[src/rtl/commit_pc_streamer.sv]
`timescale 1ns/1ps
// commit_pc_streamer
//
// Buffers retired PCs from the core in a FIFO and streams them, one at a
// time, to the co-simulation PC checker over a valid/ready handshake. The
// checker's verdict for each transfer is counted; once MAX_MISS mismatches
// have been seen the stream freezes in HALT until reset.
//
// Optional feature macro: STREAM_TIMEOUT_EN
//   When defined, a response that does not arrive within TIMEOUT cycles of
//   acceptance is treated as a miss with expected PC all-ones and sets
//   timeout_err. When undefined, the block waits indefinitely for a response
//   and timeout_err is tied to 0.
//
// Ports:
//   clk, rst_n      clock (posedge) and synchronous active-low reset
//   ret_valid       core retired one instruction this cycle
//   ret_pc          PC of the retired instruction
//   ret_ready       FIFO can accept a retire (registered state only)
//   chk_valid       chk_pc is presented to the checker
//   chk_pc          head-of-FIFO PC (0 when not presenting)
//   chk_ready       checker accepts chk_pc
//   chk_resp_valid  checker verdict valid
//   chk_miss        verdict: 1 = mismatch
//   chk_npc         checker's expected PC for the transfer
//   halted          sticky, stream frozen
//   miss_count      saturating mismatch count
//   first_miss_pc   sent PC of the first miss
//   first_miss_exp  expected PC reported with the first miss
//   occupancy       FIFO fill level
//   proto_err       sticky, response seen while no transfer outstanding
//   timeout_err     sticky, response timeout (STREAM_TIMEOUT_EN only)
module commit_pc_streamer #(
  parameter int unsigned DEPTH    = 8,
  parameter int unsigned MAX_MISS = 1,
  parameter int unsigned TIMEOUT  = 1024
) (
  input  logic                     clk,
  input  logic                     rst_n,
  input  logic                     ret_valid,
  input  logic [63:0]              ret_pc,
  output logic                     ret_ready,
  output logic                     chk_valid,
  output logic [63:0]              chk_pc,
  input  logic                     chk_ready,
  input  logic                     chk_resp_valid,
  input  logic                     chk_miss,
  input  logic [63:0]              chk_npc,
  output logic                     halted,
  output logic [15:0]              miss_count,
  output logic [63:0]              first_miss_pc,
  output logic [63:0]              first_miss_exp,
  output logic [$clog2(DEPTH):0]   occupancy,
  output logic                     proto_err,
  output logic                     timeout_err
);

  localparam int unsigned AW = $clog2(DEPTH);
  localparam int unsigned CW = AW + 1;

  typedef enum logic [1:0] {
    S_IDLE,
    S_SEND,
    S_WAIT,
    S_HALT
  } state_t;

  state_t          state_q, state_d;

  logic [63:0]     mem [DEPTH];
  logic [AW-1:0]   wr_ptr_q, rd_ptr_q;
  logic [CW-1:0]   count_q;
  logic            alive_q;
  logic [63:0]     sent_pc_q;
  logic [15:0]     miss_count_q;
  logic [63:0]     first_miss_pc_q, first_miss_exp_q;
  logic            proto_err_q;

  logic            full;
  logic            push, pop;
  logic            verdict, verdict_miss;
  logic [63:0]     verdict_npc;
  logic            proto_hit;

`ifdef STREAM_TIMEOUT_EN
  localparam int unsigned TW = $clog2(TIMEOUT + 1);
  logic [TW-1:0]   wait_cnt_q;
  logic            timeout_fire;
  logic            timeout_err_q;
`endif

  // alive_q keeps ret_ready low during reset and rises on the first clock
  // after release, so ret_ready never depends on rst_n combinationally.
  assign full      = (count_q == CW'(DEPTH));
  assign ret_ready = alive_q && !full && (state_q != S_HALT);
  assign push      = ret_valid && ret_ready;
  assign pop       = (state_q == S_SEND) && chk_ready;

  assign chk_valid      = (state_q == S_SEND);
  assign chk_pc         = (state_q == S_SEND) ? mem[rd_ptr_q] : '0;
  assign halted         = (state_q == S_HALT);
  assign miss_count     = miss_count_q;
  assign first_miss_pc  = first_miss_pc_q;
  assign first_miss_exp = first_miss_exp_q;
  assign occupancy      = count_q;
  assign proto_err      = proto_err_q;

`ifdef STREAM_TIMEOUT_EN
  assign timeout_err = timeout_err_q;
`else
  assign timeout_err = 1'b0;
`endif

  always_comb begin
    state_d      = state_q;
    verdict      = 1'b0;
    verdict_miss = 1'b0;
    verdict_npc  = chk_npc;
    proto_hit    = 1'b0;
`ifdef STREAM_TIMEOUT_EN
    timeout_fire = 1'b0;
`endif
    case (state_q)
      S_IDLE: begin
        proto_hit = chk_resp_valid;
        if (count_q != '0) state_d = S_SEND;
      end
      S_SEND: begin
        proto_hit = chk_resp_valid;
        if (chk_ready) state_d = S_WAIT;
      end
      S_WAIT: begin
        if (chk_resp_valid) begin
          verdict      = 1'b1;
          verdict_miss = chk_miss;
        end
`ifdef STREAM_TIMEOUT_EN
        else if (wait_cnt_q == TW'(TIMEOUT - 1)) begin
          verdict      = 1'b1;
          verdict_miss = 1'b1;
          verdict_npc  = '1;
          timeout_fire = 1'b1;
        end
`endif
        if (verdict) begin
          // count_q already excludes the entry popped on entry to WAIT
          if (verdict_miss && (({1'b0, miss_count_q} + 17'd1) >= 17'(MAX_MISS)))
            state_d = S_HALT;
          else if (count_q != '0)
            state_d = S_SEND;
          else
            state_d = S_IDLE;
        end
      end
      S_HALT: begin
        state_d = S_HALT;
      end
      default: state_d = S_IDLE;
    endcase
  end

  // Storage has no reset; only the pointers and count define its contents.
  always_ff @(posedge clk) begin
    if (push) mem[wr_ptr_q] <= ret_pc;
  end

  always_ff @(posedge clk) begin
    if (!rst_n) begin
      state_q          <= S_IDLE;
      wr_ptr_q         <= '0;
      rd_ptr_q         <= '0;
      count_q          <= '0;
      alive_q          <= 1'b0;
      sent_pc_q        <= '0;
      miss_count_q     <= '0;
      first_miss_pc_q  <= '0;
      first_miss_exp_q <= '0;
      proto_err_q      <= 1'b0;
    end else begin
      alive_q <= 1'b1;
      state_q <= state_d;

      if (push) wr_ptr_q <= wr_ptr_q + AW'(1);
      if (pop) begin
        rd_ptr_q  <= rd_ptr_q + AW'(1);
        sent_pc_q <= mem[rd_ptr_q];
      end

      case ({push, pop})
        2'b10:   count_q <= count_q + CW'(1);
        2'b01:   count_q <= count_q - CW'(1);
        default: count_q <= count_q;
      endcase

      if (verdict && verdict_miss) begin
        if (miss_count_q != 16'hFFFF) miss_count_q <= miss_count_q + 16'd1;
        // The count saturates and never returns to 0, so this is the first miss.
        if (miss_count_q == '0) begin
          first_miss_pc_q  <= sent_pc_q;
          first_miss_exp_q <= verdict_npc;
        end
      end

      if (proto_hit) proto_err_q <= 1'b1;
    end
  end

`ifdef STREAM_TIMEOUT_EN
  always_ff @(posedge clk) begin
    if (!rst_n) begin
      wait_cnt_q    <= '0;
      timeout_err_q <= 1'b0;
    end else begin
      // Restarts on every entry to WAIT, since WAIT is always entered from SEND.
      if (state_q != S_WAIT) wait_cnt_q <= '0;
      else                   wait_cnt_q <= wait_cnt_q + TW'(1);
      if (timeout_fire) timeout_err_q <= 1'b1;
    end
  end
`endif

endmodule

[config.mk]
export PLATFORM = sky130hd
export DESIGN_NAME = commit_pc_streamer
export DESIGN_NICKNAME = d
export VERILOG_FILES = /design/src/rtl/commit_pc_streamer.sv
export SDC_FILE = /design/constraint.sdc
export NUM_CORES = 1
export LEC_CHECK = 0
export BUFFER_PORTS_ARGS = -buffer_cell sky130_fd_sc_hd__buf_2
export CORE_MARGIN = 2
export CORE_UTILIZATION = 30
export CTS_CLUSTER_SIZE = 10
export DETAILED_ROUTE_END_ITERATION = 6
export GPL_TIMING_DRIVEN = 0
export PLACE_DENSITY_LB_ADDON = 0.12
export SYNTH_ARGS = -nofsm -noshare
export SYNTH_HDL_FRONTEND = slang
export SYNTH_SLANG_ARGS = --single-unit
[constraint.sdc]
create_clock -name clk -period 8.7 [get_ports clk]
set_clock_uncertainty 0.15 [all_clocks]
set_input_delay 1.74 -clock clk [delete_from_list [all_inputs] [get_ports clk]]
set_output_delay 1.74 -clock clk [all_outputs]
set_load 0.02 [all_outputs]
==> flow_metrics.py, run 1 <==
metrics = {
    "timing": {
        "maxSlewHeadroom": 0.03715,
        "hold_ws_ns": 0.3079,
        "drv_slew": 0,
        "hold_viol_final": 0,
        "layout_min_cycle_time_ns": 5.439,
        "grt_setup_unrepaired": "no",
        "tightestPinTransition_ns": 1.444,
        "period_share": 0.6252,
        "fmax_ghz": 0.1839,
        "setup_viol": 0,
    },
    "detailed_routing": {
        "drc": 0,
        "wirelength_mm": 79.53,
        "dr_total_vias": 16810,
        "first_iter_violations": 983,
        "vias_per_cell": 4.626,
        "dr.pass1.iters": 5,
        "ant_nets": 0,
        "wl_per_cell_um": 21.89,
    },
    "setup_path": {
        "crit_required_ns": 6.81,
        "critPathKind": "reg -> out",
        "r2r_start": "state_q[1]",
        "startpoint_type": "flop",
        "r2r_slack_ns": 4.36,
        "reg2reg_to": "occupancy[3]",
        "arrival_ns": 3.55,
        "crit_fanout": 10,
        "r2r_cells": 13,
        "critPathCaptureType": "output pin",
    },
    "clocking": {
        "cts_resized": 0,
        "holdBufCountCts": 0,
        "cts_setup_buffers": 0,
        "clk_pin_slew_worst_paths_ns": 0.06,
        "clk_root_buffer_cell": "clkbuf_16",
        "htree_levels": 3,
        "clock_sinks": 737,
        "cts_buffers": 87,
        "insertion_delay_ns": 0.64,
        "clockBufferDepth": 3,
        "cts_tree": "done",
    },
    "global_route": {
        "antenna_found_initial": 22,
        "grt_pass1_vias": 17430,
        "busiest_layer": "met2",
        "grt_pass1_wl_mm": 114.3,
        "grt-ovfl-total": 0,
        "use_met2": 0.2824,
        "use_met1": 0.1973,
        "met3_usage": 0.04584,
        "grt_usage": 0.1634,
        "grt_max_degree": 25,
    },
    "yosys": {
        "ys_ff_latch": 737,
        "synth_top_cell_by_area": "edfxtp_1",
        "synth-edff-count": 512,
        "ys.flop_type": "edfxtp_1",
        "synth_top_area_frac": 0.5456,
        "synthesis.area_mm2": 0.02818,
        "synth_nets": 1956,
        "yosys_warnings": 0,
        "synth.area.top_cells": "edfxtp_1 (55%), dfxtp_1 (16%), mux4_2 (10%), nand2_1 (4.6%), a21boi_0 (3.5%)",
        "avgSynthCellArea_um2": 15.53,
        "post-synth-top-count-cell": "edfxtp_1",
        "async_reset_ff_frac": 0,
        "ys_seq_area_frac": 0.7055,
        "synth_common_cells": "edfxtp_1 (512), nand2_1 (346), dfxtp_1 (225)",
        "synth.distinct_cells": 53,
        "synthCells": 1814,
    },
    "min_path": {
        "holdPathStages": 2,
        "hold_end": "first_miss_exp[0]",
        "hp-class": "reg -> reg",
        "hp-start": "first_miss_exp[0]",
    },
    "finish": {
        "nets": 2446,
        "fin_area_mm2": 0.03493,
        "nFillCells": 8875,
        "area_delta_synth_final_pct": 23.95,
        "drive_gt1_frac": 0.2888,
        "final_util": 0.3748,
    },
    "floorplan": {
        "start_util": 0.3024,
        "io_pins": 351,
        "die_h_um": 310.5,
        "die_w_um": 310.5,
        "fp.dieArea_mm2": 0.09639,
        "core_area_mm2": 0.09319,
        "rows": 112,
    },
    "placement": {
        "portBuffers": 349,
        "place_congestion": 0.7430,
        "dp_hpwl_mm": 56.18,
        "place_area_mm2": 0.03223,
    },
    "run": {
        "max_cap_viol_count": 0,
    },
    "outcome": {
        "status": "finished clean",
    },
    "power": {
        "leakagePower_nw": 12.73,
        "vdd_drop_max_v": 0.0001435,
        "powerDensity_mw_per_mm2": 247.1,
    },
}
power by group:
group	internal, W	total, W	switching [W]	leakage [nW]
registers	0.00388	0.00394	0.0000645	6.45
logic	0.000472	0.00125	0.000775	4.98
clock network	0.00204	0.00344	0.00140	1.30
worst max-delay path, cell delays in order, from the launching register on:
cell and delay [ns]:
dfxtp_1 0.32, clkbuf_1 0.71, clkbuf_1 0.65, mux4_2 0.43
mux2i_1 0.40, nor2_1 0.18, buf_2 0.22
worst max-delay path by stage:
| stage | start | endpoint | slack [ns] | depth (start not counted) |
|---|---|---|---|---|
| after floorplan | ret_valid | mem[2][0] | 1.45 | 3 |
| after global placement | ret_valid | mem[2][38] | -4.82 | 4 |
| after detailed placement | chk_ready | occupancy[3] | 3.01 | 12 |
| after CTS | flop | chk_pc[1] | 3.14 | 6 |
| after global routing | flop | chk_pc[1] | 3.06 | 6 |
| final | flop | chk_pc[1] | 3.26 | 6 |
cells in the final DEF, fill, tap and decap left out, types with 3 or more instances in the layout:
cell type and n:
buf_2 374, edfxtp_1 512, xnor2_1 16, clkbuf_1 126
o21ai_0 5, mux2i_1 67, nand2b_1 8, buf_6 38
and2_1 23, ha_1 7, diode_2 4, nor4_1 5
o211a_1 64, dfxtp_1 225, nor2_4 3, nand2_1 346
nor3_2 4, nor3_1 6, buf_8 3, a21oi_1 9
buf_1 11, buf_12 7, clkbuf_8 8, a21boi_0 131
clkbuf_2 4, clkinv_2 5, buf_4 7, xor2_1 8
mux4_2 128, and4_1 3, nor2_1 72, nand4_1 4
nor2b_1 4, o21a_1 3, clkbuf_16 93, inv_1 12
kinds of logic after synthesis:
group                      share of synthesized area
other                                      0.0001331
AOI/OAI and AO/OA                            0.06336
buffers and inverters                        0.01940
adders and majority gates                   0.003819
muxes                                         0.1265
DFF                                           0.7055
xor gates and xnor gates                    0.007460
and+or+nand+nor                              0.07384
layer usage:
metal,vias to the layer above,share of wire
met2,454,0.50
met1,8423,0.40
met3,139,0.075
met4,26,0.023
li1,7765,-
met5,-,0.0021
per-stage QoR:
step                      setup WS (ns)  total power, W  instances  TNS [ns]
after global placement           -4.825        0.005277       3417  -1411.92
after CTS                         3.136        0.008785       3629         0
after floorplan                   1.447        0.004791       1814         0
after detailed placement          3.008        0.005300       3469         0
after global routing              3.061        0.009006       3630         0
final                             3.261        0.008630       3633         0
registers in the layout, summed over array words and instances, names as in the netlist, named ones only:
register	count
state_q	2
occupancy	4
wr_ptr_q	3
first_miss_exp	64
sent_pc_q	64
mem	512
proto_err	1
miss_count	16
rd_ptr_q	3
alive_q	1
first_miss_pc	64
final cells by class:
cell class / instances / area, µm² / area share
Tap cell: 1254 / 1569 / 0.04492
Multi-Input combinational cell: 946 / 7810 / 0.2236
Timing Repair Buffer: 401 / 2426 / 0.06946
Inverter: 13 / 48.80 / 0.001397
Buffer: 118 / 501.7 / 0.01437
Clock inverter: 6 / 45.04 / 0.001290
Antenna cell: 4 / 10.01 / 0.0002866
Clock buffer: 154 / 2636 / 0.07548
Sequential cell: 737 / 19880 / 0.5692
Power figures use the tool's default switching activity.
==> inputs of run 2 (changes only) <==
- clock period: 8.7 -> 4.8 ns (I/O delays scaled with it)
==> flow_metrics.py, run 2 (synthesized netlist as in run 1, its figures left out) <==
metrics = {
    "setup_path": {
        "path_cells": "clkdlybuf4s15_1 -> clkbuf_1 -> mux4_2 -> mux2i_1 -> nor2_1 -> buf_2",
        "crit_fanout": 10,
        "critPathCaptureType": "output pin",
        "critPathKind": "reg -> out",
        "timing.critical_path.buf_inv": 3,
        "slowest_stage": "clkdlybuf4s15_1",
        "arrival_ns": 3.53,
        "startpoint_type": "flop",
        "crit_required_ns": 3.69,
        "worst-path-stages": 6,
        "critPathTopFamily": "buffers and inverters",
        "critPathMaxStageDelay_ns": 0.72,
        "r2r_cells": 13,
    },
    "power": {
        "internal_power_w": 0.01164,
        "powerDensity_mw_per_mm2": 447.5,
        "vdd_drop_max_v": 0.0002310,
        "p_total_w": 0.01569,
        "swShare": 0.2583,
        "pwr-share-seq": 0.455,
        "leakagePower_nw": 12.72,
        "p_clk_frac": 0.400,
        "comb_power_share": 0.145,
        "p_switching_w": 0.004053,
    },
    "timing": {
        "fmax_ghz": 0.2155,
        "layout_min_cycle_time_ns": 4.640,
        "tightestPinTransition_ns": 1.358,
        "maxSlewHeadroom": 0.09435,
        "fin_setup_tns_ns": 0,
        "setup_viol": 0,
        "drv_slew": 0,
        "grt_setup_unrepaired": "no",
        "hold_viol_final": 0,
        "period_share": 0.9667,
    },
    "clocking": {
        "clock_sinks": 737,
        "htree_levels": 3,
        "insertion_delay_ns": 0.63,
        "cts_buffers": 88,
        "cts_tree": "done",
        "clk_root_buffer_cell": "clkbuf_16",
        "holdBufCountCts": 0,
        "clockBufferDepth": 3,
        "clk_pin_slew_worst_paths_ns": 0.06,
    },
    "floorplan": {
        "start_util": 0.3024,
        "die_h_um": 310.5,
        "io_pins": 351,
        "rows": 112,
        "die_w_um": 310.5,
        "fp.dieArea_mm2": 0.09639,
        "core_area_mm2": 0.09319,
    },
    "global_route": {
        "grt-ovfl-total": 0,
        "antenna_found_initial": 21,
        "grt_pass1_vias": 17320,
        "grt_max_degree": 24,
        "grt_usage": 0.1620,
        "grt_pass1_wl_mm": 113.7,
    },
    "finish": {
        "drive_gt1_frac": 0.2844,
        "largest_reg_flops": 512,
        "regMostFlops": "mem",
        "layout_commonest_cell": "edfxtp_1",
        "nets": 2434,
        "nFillCells": 8871,
        "final_cell_mix": "edfxtp_1 (512), buf_2 (374), nand2_1 (346), dfxtp_1 (225), a21boi_0 (131)",
        "area_delta_synth_final_pct": 24.43,
    },
    "detailed_routing": {
        "ant_nets": 0,
        "wl_per_cell_um": 21.83,
        "dr_total_vias": 16910,
        "vias_per_cell": 4.671,
        "wirelength_mm": 79.03,
        "dr.pass1.iters": 5,
        "drc": 0,
        "first_iter_violations": 1015,
    },
    "placement": {
        "dp_hpwl_mm": 55.21,
        "place_congestion": 0.7735,
        "portBuffers": 349,
    },
    "min_path": {
        "hp-class": "in -> reg",
        "holdPathStages": 1,
    },
    "outcome": {
        "status": "finished clean",
    },
    "run": {
        "max_cap_viol_count": 0,
    },
}
-- run 2: cell types whose count changed in the layout (fill, tap and decap cells not counted), sizes merged --
cell	delta
buf	-13
clkdlybuf4s15	+1
bufinv	+1
clkinv	-1
clkbuf	+1
inv	+1
diode	-3
clkinvlp	+1
-- run 2: power by group through the flow --
| stage | Clock [W] | Sequential [W] | Combinational [W] |
|---|---|---|---|
| after global routing | 0.00672 | 0.00716 | 0.00248 |
| after floorplan | 0 | 0.00728 | 0.00140 |
| final | 0.00628 | 0.00714 | 0.00227 |
| after detailed placement | 0 | 0.00727 | 0.00233 |
| after CTS | 0.00648 | 0.00714 | 0.00234 |
| after global placement | 0 | 0.00728 | 0.00227 |
-- run 2: repair_timing --
| action | 4_1_cts | 5_1_grt |
|---|---|---|
| resized for setup | 0 | 7 |
| endpoints found under the setup margin | 0 | 1 |
| setup buffers | 0 | 0 |
-- run 2: worst paths after layout --
kind                      startpoint                 end  slack [ns]
setup / recovery                flop          chk_pc[23]        0.16
hold / removal                 rst_n             alive_q        0.31
setup reg to reg          state_q[1]        occupancy[3]        1.29
hold reg to reg   first_miss_exp[54]  first_miss_exp[54]        0.31
-- run 2: stage by stage --
step                cells  utilization  setup slack [ns]  hold slack, ns  instance area, µm²
finish               3621       0.3762            0.1600          0.3051               35060
global route         3620       0.3762           0.01028          0.2819               35060
CTS                  3620       0.3761          0.006033          0.2498               35050
detailed placement   3456       0.3471            0.6847          0.3033               32340
global placement     3417       0.3383            -3.671          0.2965               31530
floorplan            1814            -           -0.1902          0.2936               28210
-- run 2: per-layer routing --
metal,track usage,vias to the layer above,wire length (µm)
li1,-,7743,-
met1,0.2065,8546,33550
met2,0.2758,467,38620
met3,0.03480,134,4987
met4,0.04898,24,1722
met5,0,-,146
-- run 2: cell type report --
class                           instances  area, µm²  area share
Tap cell                             1254       1569     0.04475
Inverter                               13      48.80    0.001392
Multi-Input combinational cell        946       7835      0.2235
Clock inverter                          8      73.82    0.002105
Antenna cell                            1      2.502  0.00007137
Clock buffer                          156       2635     0.07515
Buffer                                118      509.2     0.01452
Timing Repair Buffer                  388       2510     0.07158
Sequential cell                       737      19880      0.5670
